==> config.mk <==
export PLATFORM = sky130hd
export DESIGN_NAME = hsv_core_commit_flat
export DESIGN_NICKNAME = d
export VERILOG_FILES = /design/src/rtl/hsv_core_commit_if.sv /design/src/rtl/hsv_core_commit.sv /design/src/flat_wrapper.sv
export SDC_FILE = /design/constraint.sdc
export NUM_CORES = 1
export LEC_CHECK = 0
export CAP_MARGIN = 5
export CORE_AREA = 2 2 181 183
export DETAILED_ROUTE_END_ITERATION = 10
export DIE_AREA = 0 0 183 185
export HOLD_SLACK_MARGIN = 0.15
export SYNTH_ARGS = -nofsm -noshare
export SYNTH_HDL_FRONTEND = slang
export SYNTH_SLANG_ARGS = --single-unit
==> constraint.sdc <==
create_clock -name clk_core -period 3.69 [get_ports clk_core]
set_input_delay 0.738 -clock clk_core [delete_from_list [all_inputs] [get_ports clk_core]]
set_output_delay 0.738 -clock clk_core [all_outputs]
set_load 0.01 [all_outputs]
==> src/rtl/hsv_core_commit_if.sv <==
// Result handshake from one execution unit into the commit stage.
interface hsv_commit_unit_if #(
   parameter int unsigned XLEN     = 32,
   parameter int unsigned NUM_REGS = 32
);
   localparam int unsigned RW = $clog2(NUM_REGS);

   logic            valid_i;
   logic            ready_o;
   logic [RW-1:0]   rd;
   logic            rd_we;
   logic [XLEN-1:0] result;
   logic            trap;
   logic [XLEN-1:0] pc;

   modport master (output valid_i, rd, rd_we, result, trap, pc, input ready_o);
   modport slave  (input valid_i, rd, rd_we, result, trap, pc, output ready_o);
endinterface

==> src/rtl/hsv_core_commit.sv <==
// HSV commit stage: round-robin pick of one execution-unit result per cycle,
// register-file writeback, hazard-bit clear mask and trap reporting.
module hsv_core_commit #(
   parameter int unsigned XLEN     = 32,
   parameter int unsigned NUM_REGS = 32
) (
   input  logic                        clk_core,
   input  logic                        rst_core_n,
   input  logic                        flush_req,
   output logic                        flush_ack,
   hsv_commit_unit_if.slave            alu,
   hsv_commit_unit_if.slave            branch,
   hsv_commit_unit_if.slave            ctrl_status,
   hsv_commit_unit_if.slave            mem,
   output logic [$clog2(NUM_REGS)-1:0] wr_addr,
   output logic [XLEN-1:0]             wr_data,
   output logic                        wr_en,
   output logic [NUM_REGS-1:0]         commit_mask,
   output logic                        trap_o,
   output logic [XLEN-1:0]             trap_pc_o,
   output logic [63:0]                 retired_count
);
   localparam int unsigned RW        = $clog2(NUM_REGS);
   localparam int unsigned NUM_UNITS = 4;
   localparam int unsigned UW        = 2;

   typedef enum logic {RUN, TRAPPED} state_t;

   state_t               state_q;
   state_t               state_d;
   logic [UW-1:0]        last_grant;
   logic [UW-1:0]        grant_idx;
   logic [UW-1:0]        cand;
   logic                 grant_any;
   logic                 accept;
   logic                 take;
   logic [NUM_UNITS-1:0] valid_vec;
   logic [NUM_UNITS-1:0] ready_vec;
   logic [RW-1:0]        sel_rd;
   logic                 sel_we;
   logic                 sel_trap;
   logic [XLEN-1:0]      sel_result;
   logic [XLEN-1:0]      sel_pc;
   logic                 sel_wb;

   assign valid_vec = {mem.valid_i, ctrl_status.valid_i, branch.valid_i, alu.valid_i};

   assign alu.ready_o         = ready_vec[0];
   assign branch.ready_o      = ready_vec[1];
   assign ctrl_status.ready_o = ready_vec[2];
   assign mem.ready_o         = ready_vec[3];

   // State register
   always_ff @(posedge clk_core or negedge rst_core_n) begin
      if (!rst_core_n) state_q <= RUN;
      else             state_q <= state_d;
   end

   // Arbitration, handshake and next state
   always_comb begin
      state_d   = state_q;
      grant_idx = '0;
      grant_any = 1'b0;
      cand      = '0;
      accept    = 1'b0;
      ready_vec = '0;
      for (int i = 0; i < int'(NUM_UNITS); i++) begin
         cand = last_grant + UW'(i) + UW'(1);
         if (!grant_any && valid_vec[cand]) begin
            grant_idx = cand;
            grant_any = 1'b1;
         end
      end
      accept = grant_any && rst_core_n && (state_q == RUN) && !flush_req;
      if (accept) ready_vec = NUM_UNITS'(1) << grant_idx;
      case (state_q)
         RUN:     if (trap_o && !flush_req) state_d = TRAPPED;
         TRAPPED: if (flush_req) state_d = RUN;
         default: state_d = RUN;
      endcase
   end

   // Payload of the granted unit
   always_comb begin
      sel_rd     = alu.rd;
      sel_we     = alu.rd_we;
      sel_trap   = alu.trap;
      sel_result = alu.result;
      sel_pc     = alu.pc;
      case (grant_idx)
         2'd1: begin
            sel_rd = branch.rd; sel_we = branch.rd_we; sel_trap = branch.trap;
            sel_result = branch.result; sel_pc = branch.pc;
         end
         2'd2: begin
            sel_rd = ctrl_status.rd; sel_we = ctrl_status.rd_we; sel_trap = ctrl_status.trap;
            sel_result = ctrl_status.result; sel_pc = ctrl_status.pc;
         end
         2'd3: begin
            sel_rd = mem.rd; sel_we = mem.rd_we; sel_trap = mem.trap;
            sel_result = mem.result; sel_pc = mem.pc;
         end
         default: ;
      endcase
   end

   // A result accepted while the trap pulse is presented is younger than the trap
   assign take   = accept && !trap_o;
   assign sel_wb = sel_we && !sel_trap && (sel_rd != '0);

   // Output register
   always_ff @(posedge clk_core or negedge rst_core_n) begin
      if (!rst_core_n) begin
         wr_en         <= 1'b0;
         wr_addr       <= '0;
         wr_data       <= '0;
         commit_mask   <= '0;
         trap_o        <= 1'b0;
         trap_pc_o     <= '0;
         retired_count <= '0;
      end else if (flush_req) begin
         wr_en       <= 1'b0;
         wr_addr     <= '0;
         wr_data     <= '0;
         commit_mask <= '0;
         trap_o      <= 1'b0;
      end else if (take) begin
         wr_en       <= sel_wb;
         wr_addr     <= sel_rd;
         wr_data     <= sel_result;
         commit_mask <= sel_wb ? (NUM_REGS'(1) << sel_rd) : '0;
         trap_o      <= sel_trap;
         if (sel_trap) trap_pc_o     <= sel_pc;
         else          retired_count <= retired_count + 64'd1;
      end else begin
         wr_en       <= 1'b0;
         commit_mask <= '0;
         trap_o      <= 1'b0;
      end
   end

   // Round-robin pointer, starts so that ALU wins first
   always_ff @(posedge clk_core or negedge rst_core_n) begin
      if (!rst_core_n)  last_grant <= UW'(NUM_UNITS - 1);
      else if (accept)  last_grant <= grant_idx;
   end

   always_ff @(posedge clk_core or negedge rst_core_n) begin
      if (!rst_core_n) flush_ack <= 1'b0;
      else             flush_ack <= flush_req;
   end
endmodule

==> src/flat_wrapper.sv <==
// flat-port wrapper written by rule: the top's interface ports become plain ports
module hsv_core_commit_flat 
#(
   parameter int unsigned XLEN     = 32,
   parameter int unsigned NUM_REGS = 32
)
  (clk_core, rst_core_n, flush_req, flush_ack, wr_addr, wr_data, wr_en, commit_mask, trap_o, trap_pc_o, retired_count, alu_valid_i, alu_rd, alu_rd_we, alu_result, alu_trap, alu_pc, alu_ready_o, branch_valid_i, branch_rd, branch_rd_we, branch_result, branch_trap, branch_pc, branch_ready_o, ctrl_status_valid_i, ctrl_status_rd, ctrl_status_rd_we, ctrl_status_result, ctrl_status_trap, ctrl_status_pc, ctrl_status_ready_o, mem_valid_i, mem_rd, mem_rd_we, mem_result, mem_trap, mem_pc, mem_ready_o);
  hsv_commit_unit_if #(.XLEN(XLEN), .NUM_REGS(NUM_REGS)) alu_i ();
  hsv_commit_unit_if #(.XLEN(XLEN), .NUM_REGS(NUM_REGS)) branch_i ();
  hsv_commit_unit_if #(.XLEN(XLEN), .NUM_REGS(NUM_REGS)) ctrl_status_i ();
  hsv_commit_unit_if #(.XLEN(XLEN), .NUM_REGS(NUM_REGS)) mem_i ();
  input  logic clk_core;
  input  logic rst_core_n;
  input  logic flush_req;
  output logic flush_ack;
  output logic [$clog2(NUM_REGS)-1:0] wr_addr;
  output logic [XLEN-1:0] wr_data;
  output logic wr_en;
  output logic [NUM_REGS-1:0] commit_mask;
  output logic trap_o;
  output logic [XLEN-1:0] trap_pc_o;
  output logic [63:0] retired_count;
  input wire logic [$bits(alu_i.valid_i)-1:0] alu_valid_i;
  input wire logic [$bits(alu_i.rd)-1:0] alu_rd;
  input wire logic [$bits(alu_i.rd_we)-1:0] alu_rd_we;
  input wire logic [$bits(alu_i.result)-1:0] alu_result;
  input wire logic [$bits(alu_i.trap)-1:0] alu_trap;
  input wire logic [$bits(alu_i.pc)-1:0] alu_pc;
  output wire logic [$bits(alu_i.ready_o)-1:0] alu_ready_o;
  input wire logic [$bits(branch_i.valid_i)-1:0] branch_valid_i;
  input wire logic [$bits(branch_i.rd)-1:0] branch_rd;
  input wire logic [$bits(branch_i.rd_we)-1:0] branch_rd_we;
  input wire logic [$bits(branch_i.result)-1:0] branch_result;
  input wire logic [$bits(branch_i.trap)-1:0] branch_trap;
  input wire logic [$bits(branch_i.pc)-1:0] branch_pc;
  output wire logic [$bits(branch_i.ready_o)-1:0] branch_ready_o;
  input wire logic [$bits(ctrl_status_i.valid_i)-1:0] ctrl_status_valid_i;
  input wire logic [$bits(ctrl_status_i.rd)-1:0] ctrl_status_rd;
  input wire logic [$bits(ctrl_status_i.rd_we)-1:0] ctrl_status_rd_we;
  input wire logic [$bits(ctrl_status_i.result)-1:0] ctrl_status_result;
  input wire logic [$bits(ctrl_status_i.trap)-1:0] ctrl_status_trap;
  input wire logic [$bits(ctrl_status_i.pc)-1:0] ctrl_status_pc;
  output wire logic [$bits(ctrl_status_i.ready_o)-1:0] ctrl_status_ready_o;
  input wire logic [$bits(mem_i.valid_i)-1:0] mem_valid_i;
  input wire logic [$bits(mem_i.rd)-1:0] mem_rd;
  input wire logic [$bits(mem_i.rd_we)-1:0] mem_rd_we;
  input wire logic [$bits(mem_i.result)-1:0] mem_result;
  input wire logic [$bits(mem_i.trap)-1:0] mem_trap;
  input wire logic [$bits(mem_i.pc)-1:0] mem_pc;
  output wire logic [$bits(mem_i.ready_o)-1:0] mem_ready_o;
  assign alu_i.valid_i = alu_valid_i;
  assign alu_i.rd = alu_rd;
  assign alu_i.rd_we = alu_rd_we;
  assign alu_i.result = alu_result;
  assign alu_i.trap = alu_trap;
  assign alu_i.pc = alu_pc;
  assign alu_ready_o = alu_i.ready_o;
  assign branch_i.valid_i = branch_valid_i;
  assign branch_i.rd = branch_rd;
  assign branch_i.rd_we = branch_rd_we;
  assign branch_i.result = branch_result;
  assign branch_i.trap = branch_trap;
  assign branch_i.pc = branch_pc;
  assign branch_ready_o = branch_i.ready_o;
  assign ctrl_status_i.valid_i = ctrl_status_valid_i;
  assign ctrl_status_i.rd = ctrl_status_rd;
  assign ctrl_status_i.rd_we = ctrl_status_rd_we;
  assign ctrl_status_i.result = ctrl_status_result;
  assign ctrl_status_i.trap = ctrl_status_trap;
  assign ctrl_status_i.pc = ctrl_status_pc;
  assign ctrl_status_ready_o = ctrl_status_i.ready_o;
  assign mem_i.valid_i = mem_valid_i;
  assign mem_i.rd = mem_rd;
  assign mem_i.rd_we = mem_rd_we;
  assign mem_i.result = mem_result;
  assign mem_i.trap = mem_trap;
  assign mem_i.pc = mem_pc;
  assign mem_ready_o = mem_i.ready_o;
  hsv_core_commit #(.XLEN(XLEN), .NUM_REGS(NUM_REGS)) u_core (.clk_core(clk_core), .rst_core_n(rst_core_n), .flush_req(flush_req), .flush_ack(flush_ack), .alu(alu_i), .branch(branch_i), .ctrl_status(ctrl_status_i), .mem(mem_i), .wr_addr(wr_addr), .wr_data(wr_data), .wr_en(wr_en), .commit_mask(commit_mask), .trap_o(trap_o), .trap_pc_o(trap_pc_o), .retired_count(retired_count));
endmodule
==> reports/qor_table.md, run 1 <==
| Result | This run | Unit |
|---|---|---|
| Post-detailed-route via-to-cell ratio | 5.00 | - |
| Largest net degree at the start of global routing | 71 | - |
| Worst EP arrival | 2.78 | ns |
| Grt ovf | 0 | - |
| Max-Slew Margin vs Limit | 43.3 | % |
| Clk slew on worst S/H paths | 0.08 | ns |
| Number of distinct library cell variants in the gate-level netlist after synthesis | 55 | - |
| Post-synthesis sequential element count | 171 | - |
| Die Y | 185 | um |
| Total detailed-routing wirelength | 35700 | um |
| Endpoints failing setup | 0 | - |
| Crit share post-route | 95.2 | % |
| Worst-path fanout max | 9 | - |
| Number of I/O pins | 463 | - |
| FMAX | 285 | MHz |
| Initial antenna violation count | 3 | - |
| Share of the core filled with cells in the final layout | 48.9 | % |
| Start point of the critical path | ctrl_status_valid_i | - |
| Count of flip-flops with a built-in enable after synthesis | 0 | - |
| Total number of yosys warnings | 0 | - |
| Sum Neg Setup Slack | 0 | ns |
| Areal power density over the cells | 466 | nW/um^2 |
| Synthesized net count | 1166 | - |
| Input/output buffers | 462 | - |
| Worst hold-check path type | in -> async | - |
| Residual DRC | 0 | - |
| Biggest area consumer among synthesized cells | dfrtp_1 | - |
| Setup Skew | 0.0156 | ns |
| Routed Antenna Nets | 0 | - |
| Hold violation count in the final report | 0 | - |
| Type of destination of the critical path | output port | - |
| Crit path required time | 2.95 | ns |
| Placed wire-length estimate | 27400 | um |
| Starting Density | 31.1 | % |
| RSZ-0062 raised after global routing | false | - |
| DRT iter0 DRCs | 460 | - |
| Syn Std Cell Area | 9950 | sq um |
| Critical R2R Launch | u_core.last_grant[1] | - |
| Number of cells produced by synthesis | 874 | - |
| Startpoint types | input pin | - |
| Global-route wire length before repair | 53800 | um |
| Leakage dissipation | 0.00669 | uW |
| Hold-fix buffers, CTS | 0 | - |
| Sinks on the clock net | 171 | - |
| Worst-margin pin slew | 0.850 | ns |
| Clk buf depth | 2 | - |
| Worst IR Drop VDD | 0.292 | mV |
| Core Area | 32000 | sq um |
| Share of flip-flops with an asynchronous set or reset | 100 | % |
| Aggregate global-route resource usage | 20.8 | % |
| Clock insertion delay at the later pin of the skew report | 0.43 | ns |
| Die span in x | 183 | um |
| Htree depth | 4 | - |
| Global placement routability congestion | 0.861 | - |
| Setup repair bufs after CTS | 0 | - |
| Total Die Area | 33900 | sq um |
| Routed vias | 8728 | - |
| Synth cell count leaders | dfrtp_1, mux2i_1, mux2_2, xor2_1, nand3b_1 | - |
| Status | complete, no violations | - |
| Sequential cell area fraction in the yosys report | 43.0 | % |
| Yosys top cell area share | 42.5 | % |
| Post-cts gate resize count | 0 | - |
| Number of CTS-inserted buffers | 17 | - |
| Layout Area Growth over Synthesis | 57.4 | % |
| Clock tree from TritonCTS | done | - |
| Fraction of layout cells with a size suffix above 1 | 13.3 | % |
| Nets@finish | 1615 | - |
| Most area-consuming cells after synthesis | dfrtp_1, mux2i_1, mux2_2 | - |
| Clock Tree Root | clkbuf_16 | - |
| Max-cap check violation count | 0 | - |
| Via count of the first global-routing pass | 8910 | - |
| Avg WL per Cell | 20.5 | um |
| Slew Limit Fails | 0 | - |
| Most instantiated flip-flop cell in the synthesis netlist | dfrtp_1 | - |
| Area of the multi-input gates | 5250 | sq um |
| Site Rows | 66 | - |
| Fillers | 2975 | - |
| Most numerous cell in the Yosys netlist | dfrtp_1 | - |
| Final period demand of the worst path | 3.51 | ns |
| Count of TritonRoute iterations in the first routing pass | 6 | - |
| WS Path Type | in -> out | - |
| Syn Area/Cell | 11.4 | sq um |
| Register cell area after layout | 4280 | sq um |
-- cell families after synthesis --
kind of cell             after synthesis  synth area share [%]
AND/OR/NAND/NOR                      180                  11.1
buffers and inverters                 91                  4.31
AO/OA/AOI/OAI                        138                  11.7
other                                  1                0.0377
flip-flops                           171                  43.0
adder cells (fa/ha/maj)                1                 0.126
multiplexers                         229                  24.1
XOR/XNOR                              63                  5.54
-- cells in the final DEF (no fill, tap or decap), types with 6 or more instances in the layout --
cell type        count
o21ai_0             36
mux2i_1            161
buf_4               31
a211oi_1            14
and3_1               7
inv_1               23
o211ai_1            17
nand3_1             25
xnor2_1             11
nor4_1              24
clkdlybuf4s50_1    461
xor2_1              52
nor2_1              14
a2111oi_0           11
a21oi_1             15
nand4_1             14
inv_8                6
nand2_1             33
nor4_2               8
nand3b_1            37
a2111oi_2           23
mux2_2              65
dfrtp_1            169
clkbuf_16           17
-- worst paths after layout --
kind | end | slack (ns) | cells past startpoint
min in group clk_core | u_core.retired_count[63] | 0.48 | 1
max in group asynchronous | u_core.trap_pc_o[3] | 1.97 | 3
worst max-delay path | ctrl_status_ready_o | 0.18 | 6
worst min register to register | u_core.retired_count[63] | 0.48 | 1
worst max register to register | u_core.commit_mask[30] | 0.86 | 6
worst min-delay path | u_core.retired_count[28] | 0.41 | 2
-- power by group --
group / switching, uW / internal (uW) / leakage [uW]
sequential: 183 / 2170 / 0.00222
clock: 868 / 903 / 0.000280
combinational: 1540 / 1630 / 0.00419
-- state kept, by name (all words and copies together) (netlist names) --
name                  cells
u_core.commit_mask       32
u_core.flush_ack          1
u_core.wr_data           32
u_core.state_q            1
u_core.wr_addr            5
u_core.trap_pc_o         32
u_core.wr_en              1
u_core.trap_o             1
u_core.retired_count     64
u_core.last_grant         2
-- layer usage --
| metal | track usage [%] | share of wire (%) | vias to the layer above |
|---|---|---|---|
| li1 | - | - | 4146 |
| met1 | 25.1 | 41 | 4232 |
| met2 | 35.4 | 49 | 306 |
| met3 | 6.43 | 7.6 | 42 |
| met4 | 7.01 | 2.6 | 2 |
| met5 | 0 | 0.045 | - |
-- worst max-delay path: stages --
cell,delay [ns]
clkdlybuf4s50_1,0.53
and2b_1,0.23
a22oi_4,0.31
o21ai_0,0.19
nor2_1,0.14
clkdlybuf4s50_1,0.62
-- final cells by class --
cell class	count	area share, %
diodes	2	0.0319
clock buffers	17	2.71
clock inverters	14	0.966
inverters	23	0.551
multi-input cells	612	33.5
flip-flops and latches	171	27.3
well taps	408	3.26
repair buffers	498	31.6
-- per-stage QoR --
| stage | cell area, sq um | power (uW) | hold WS [ns] | std cells | worst slack (ns) |
|---|---|---|---|---|---|
| 2_1_floorplan | 9950 | 4110 | 0.442 | 874 | 0.723 |
| 3_3_place_gp | 15100 | 5560 | 0.463 | 1712 | 0.191 |
| 6_report | 15700 | 7300 | 0.412 | 1745 | 0.177 |
| 4_1_cts | 15700 | 7380 | 0.440 | 1743 | 0.149 |
| 5_1_grt | 15700 | 7700 | 0.449 | 1745 | 0.0224 |
| 3_5_place_dp | 15100 | 5570 | 0.462 | 1712 | 0.175 |
No activity file was read; power rests on OpenSTA's default activity.
==> run 2, diff against run 1 <==
- CAP_MARGIN: 5 -> 20
==> results of run 2 <==
The final DEF is identical to that of run 1; final timing and power are the same.
